$ cat src/rtl/serial_subtractor_ctrl_pkg.sv
// Shared definitions for the bit-serial subtractor: FSM state encoding.
package serial_subtractor_ctrl_pkg;

    // Encoding 2'd3 is unused; the controller falls back to IDLE from it.
    typedef enum logic [1:0] {
        IDLE = 2'd0,
        RUN  = 2'd1,
        DONE = 2'd2
    } state_t;

endpackage

$ cat src/rtl/serial_subtractor_ctrl_fs_cell.sv
// Purely combinational 1-bit full subtractor: diff = a - b - bin, bout on underflow.
module fs_cell (
    input  logic a,
    input  logic b,
    input  logic bin,
    output logic diff,
    output logic bout
);

    assign diff = a ^ b ^ bin;
    assign bout = (~a & b) | (~(a ^ b) & bin);

endmodule

$ cat src/rtl/serial_subtractor_ctrl.sv
// Bit-serial WIDTH-bit subtractor: one fs_cell sequenced LSB->MSB, borrow kept in a flop.
module serial_subtractor_ctrl
    import serial_subtractor_ctrl_pkg::*;
#(
    parameter int WIDTH = 8
) (
    input  logic             clk,
    input  logic             rst,
    input  logic             start,
    input  logic [WIDTH-1:0] a,
    input  logic [WIDTH-1:0] b,
    input  logic             bin,
    output logic             busy,
    output logic             done,
    output logic [WIDTH-1:0] diff,
    output logic             bout
);

    localparam int CNT_W = $clog2(WIDTH);
    localparam logic [CNT_W-1:0] LAST_IDX = CNT_W'(WIDTH - 1);

    state_t           state;
    state_t           state_next;
    logic [CNT_W-1:0] cnt;
    logic [WIDTH-1:0] a_r;
    logic [WIDTH-1:0] b_r;
    logic [WIDTH-1:0] diff_r;
    logic [WIDTH-1:0] diff_work;
    logic             brw;
    logic             cell_d;
    logic             cell_bout;

    fs_cell u_cell (
        .a    (a_r[cnt]),
        .b    (b_r[cnt]),
        .bin  (brw),
        .diff (cell_d),
        .bout (cell_bout)
    );

    always_ff @(posedge clk) begin
        if (rst) state <= IDLE;
        else     state <= state_next;
    end

    always_comb begin
        state_next = state;
        busy       = 1'b0;
        done       = 1'b0;
        case (state)
            IDLE: if (start) state_next = RUN;
            RUN: begin
                busy = 1'b1;
                if (cnt == LAST_IDX) state_next = DONE;
            end
            DONE: begin
                done       = 1'b1;
                state_next = IDLE;
            end
            default: state_next = IDLE;
        endcase
    end

    // Partial result with the current bit merged in.
    always_comb begin
        diff_work      = diff_r;
        diff_work[cnt] = cell_d;
    end

    always_ff @(posedge clk) begin
        if (rst) begin
            cnt    <= '0;
            a_r    <= '0;
            b_r    <= '0;
            diff_r <= '0;
            brw    <= 1'b0;
            diff   <= '0;
            bout   <= 1'b0;
        end else begin
            case (state)
                IDLE: begin
                    if (start) begin
                        a_r    <= a;
                        b_r    <= b;
                        brw    <= bin;
                        cnt    <= '0;
                        diff_r <= '0;
                    end
                end
                RUN: begin
                    diff_r <= diff_work;
                    brw    <= cell_bout;
                    // NOTE: diff/bout load only on the final bit so partial results never appear.
                    if (cnt == LAST_IDX) begin
                        diff <= diff_work;
                        bout <= cell_bout;
                    end else begin
                        cnt <= cnt + CNT_W'(1);
                    end
                end
                default: ;
            endcase
        end
    end

endmodule

$ cat config.mk
export PLATFORM = sky130hd
export DESIGN_NAME = serial_subtractor_ctrl
export DESIGN_NICKNAME = d
export VERILOG_FILES = /design/src/rtl/serial_subtractor_ctrl_pkg.sv /design/src/rtl/serial_subtractor_ctrl_fs_cell.sv /design/src/rtl/serial_subtractor_ctrl.sv
export SDC_FILE = /design/constraint.sdc
export NUM_CORES = 1
export LEC_CHECK = 0
export CORE_ASPECT_RATIO = 1.75
export CORE_UTILIZATION = 53
export DETAILED_ROUTE_END_ITERATION = 10
export HOLD_SLACK_MARGIN = 0.05
export PLACE_DENSITY = 0.79
export SKIP_CTS_REPAIR_TIMING = 1
export SYNTH_ARGS = -nofsm -noshare
export SYNTH_HDL_FRONTEND = slang
export SYNTH_SLANG_ARGS = --single-unit
$ cat constraint.sdc
create_clock -name clk -period 2.6 [get_ports clk]
set_input_delay 0.78 -clock clk [delete_from_list [all_inputs] [get_ports clk]]
set_output_delay 0.78 -clock clk [all_outputs]
set_load 0.01 [all_outputs]
==> results of run 1 <==
[stage by stage]
step           instances  hold slack (ns)  total power [mW]
2_1_floorplan        209            0.432             0.776
3_3_place_gp         272            0.442             0.830
3_5_place_dp         272            0.444             0.833
4_1_cts              280            0.455              1.22
5_1_grt              280            0.486              1.26
6_report             280            0.453              1.21
[state kept, by name (all words and copies together), names as in the netlist]
| register | count |
|---|---|
| a_r | 8 |
| b_r | 8 |
| diff | 8 |
| diff_r | 8 |
| cnt | 3 |
| state | 2 |
| bout | 1 |
| brw | 1 |
[worst register-to-register path: cells and delay by family, from the launching register on]
kind | cells | cell delay [ns]
flops | 1 | 0.67
simple gates | 3 | 0.63
fa+ha+maj | 1 | 0.48
compound gates | 2 | 0.28
buf+inv | 1 | 0.16
[cell families after synthesis]
group / after synthesis / share of synthesized area
and+or+nand+nor: 76 / 0.230
AOI/OAI and AO/OA: 56 / 0.198
DFF: 39 / 0.409
buffers and inverters: 23 / 0.0761
muxes: 12 / 0.0630
adders and majority gates: 3 / 0.0236
[per-layer routing]
metal	up-vias	global-route usage
met4	0	0.146
met5	-	0
met1	691	0.245
li1	784	-
met2	31	0.373
met3	8	0.0333
[area by class of cell]
class | instances | area (um2) | area share
Inverter | 5 | 18.8 | 0.00829
Multi-Input combinational cell | 147 | 981 | 0.433
Clock inverter | 1 | 5.00 | 0.00221
Tap cell | 45 | 56.3 | 0.0249
Clock buffer | 7 | 76.3 | 0.0337
Sequential cell | 39 | 781 | 0.345
Timing Repair Buffer | 36 | 345 | 0.153
[power groups by stage]
stage	registers (mW)	logic (mW)	clock network (mW)
after global placement	0.650	0.179	0
after floorplan	0.642	0.134	0
after detailed placement	0.651	0.182	0
after global routing	0.640	0.202	0.418
final	0.637	0.181	0.391
after CTS	0.637	0.183	0.398
[worst paths after layout]
kind | start | end | slack (ns) | cells after the start
min | a_r[6] | a_r[6] | 0.45 | 2
max | state[1] | busy | 0.26 | 2
max reg2reg | cnt[2] | diff_r[4] | 0.28 | 7
min reg2reg | a_r[6] | a_r[6] | 0.45 | 2
[synth_stat cells (2+ instances only)]
master	number	share of area
or3b_2	2	0.0092
buf_2	4	0.010
ha_1	2	0.013
buf_4	4	0.016
or3b_1	2	0.0092
nand3b_1	3	0.012
nor2b_1	2	0.0066
a22o_1	8	0.037
nor3_1	2	0.0052
mux2i_1	12	0.063
nand2_1	35	0.069
nor3b_2	4	0.026
nor2_1	11	0.022
o22ai_1	7	0.023
buf_6	5	0.030
and3b_1	3	0.014
clkbuf_1	4	0.0079
a211oi_1	10	0.039
inv_1	5	0.0098
a21oi_1	21	0.055
nand3_1	2	0.0052
o31ai_1	3	0.012
and2b_2	2	0.0092
dfxtp_1	39	0.41
==> impl_metrics.csv, run 1 <==
group,metric,value,unit
status,outcome,"complete, no violations",
drt,drc,0,
setup_path,crit_chain,"and2b_2, clkdlybuf4s50_1",
final_layout,drive_gt1_frac,0.111,
grt,grt_pass1_vias,1415,
setup_path,worstSetupPathType,"flop to primary output",
floorplanning,rows,28,
power,p_comb_frac,0.150,
setup_path,cp-end-kind,"primary output",
drt,wl_met3,95,um
timing,rsz0062_at_grt,"no",
floorplanning,initial_utilization,0.561,
timing,final_max_slew_viol_count,0,
logic_synthesis,yosysWarnings,0,
cts,cts_buffers,5,
logic_synthesis,syn_inst,209,
drt,wl_met2,1980,um
drt,ant_nets,0,
final_layout,layout_common_cells,"dfxtp_1, nand2_1, clkdlybuf4s50_1",
power,p_clk_frac,0.323,
grt,track_usage,0.223,
cts,clkTransAtPathRegs,0.07,ns
logic_synthesis,yosysSeqAreaShare,0.409,
setup_path,slowest_delay,0.51,ns
logic_synthesis,yosysUniqueCellTypes,41,
timing,max_freq,0.427,GHz
placement,gp_congestion,0.867,
drt,dr.first_iter.drc_count,37,
floorplanning,die_w,47.3,um
power,netSwitchingPower,0.314,mW
logic_synthesis,synthesis.nets,232,
setup_path,cp.arrival,1.56,ns
timing,setup_slack,0.257,ns
final_layout,fin_util,0.666,
placement,place_area,0.00218,mm2
power,power_frac_seq,0.527,
drt,drt_pass1_iterations,4,
logic_synthesis,synth.avg_cell_area,9.12,um2
power,p_sw_frac,0.260,
setup_path,cp_top_family,"flip-flops",
cts,root_buffer,"clkbuf_8",
final_layout,finalInstanceArea,0.00226,mm2
job,maxCapViolCount,0,
drt,wire_per_inst,12.8,um
final_layout,layout_commonest_cell,"dfxtp_1",
logic_synthesis,synth_edf_count,0,
timing,clock_skew,0.00707,ns
final_layout,area_growth,18.7,%
drt,viasPerCell,5.41,
cts,htree_levels,2,
floorplanning,num_io_pins,31,
floorplanning,core,0.00340,mm2
setup_path,critPathSlowestCell,"dfxtp_1",
placement,pre_cts_ws,0.279,ns
grt,grt_overflow,0,
final_layout,n_antenna_cell,0,
setup_path,path_max_fanout,11,
timing,max_slew_margin,0.629,
logic_synthesis,async_reset_ff_frac,0,
timing,tns,0,ns
cts,clockBufferDepth,2,
power,powerDensity,535,mW/mm2
logic_synthesis,synth_flop_cell,"dfxtp_1",
logic_synthesis,synth.ff_latch_count,39,
timing,finalCritPeriodShare,0.901,
drt,num_vias,1514,
grt,grt_pass1_wl,6070,um
timing,min_period,2.34,ns
cts,insertion_delay,0.30,ns
grt,antenna_found_initial,0,
power,p_leak,0.831,nW
timing,tightest_slew,0.555,ns
placement,numPortBuffers,30,
grt,grt_max_degree,24,
final_layout,n_fill_cell,301,
cts,cts_sinks,39,
setup_path,required,1.82,ns
drt,wl_met1,1400,um
setup_path,worst-path-buf-inv,1,
power,peakVddDrop,0.426,mV
setup_path,start_kind,"flop",
drt,wl,3580,um
timing,finalHoldViolCount,0,
final_layout,final_nets,257,
cts,cts_tree,"built",
placement,dp_hpwl,2620,um
power,internal_power,0.895,mW
drt,routed.top_layer,"met4",
timing,setup_viol,0,
logic_synthesis,synth_area,0.00191,mm2
hold_path,worstHoldPathType,"flop to flop",
floorplanning,die_y,81.3,um
floorplanning,dieArea,0.00385,mm2
Note: power is estimated with default switching activity, not from simulation.
==> run 2: changes to the inputs <==
- TNS_END_PERCENT: default -> 100
==> results of run 2 <==
Same layout as run 1: the final DEF is identical, and so are final timing and power.
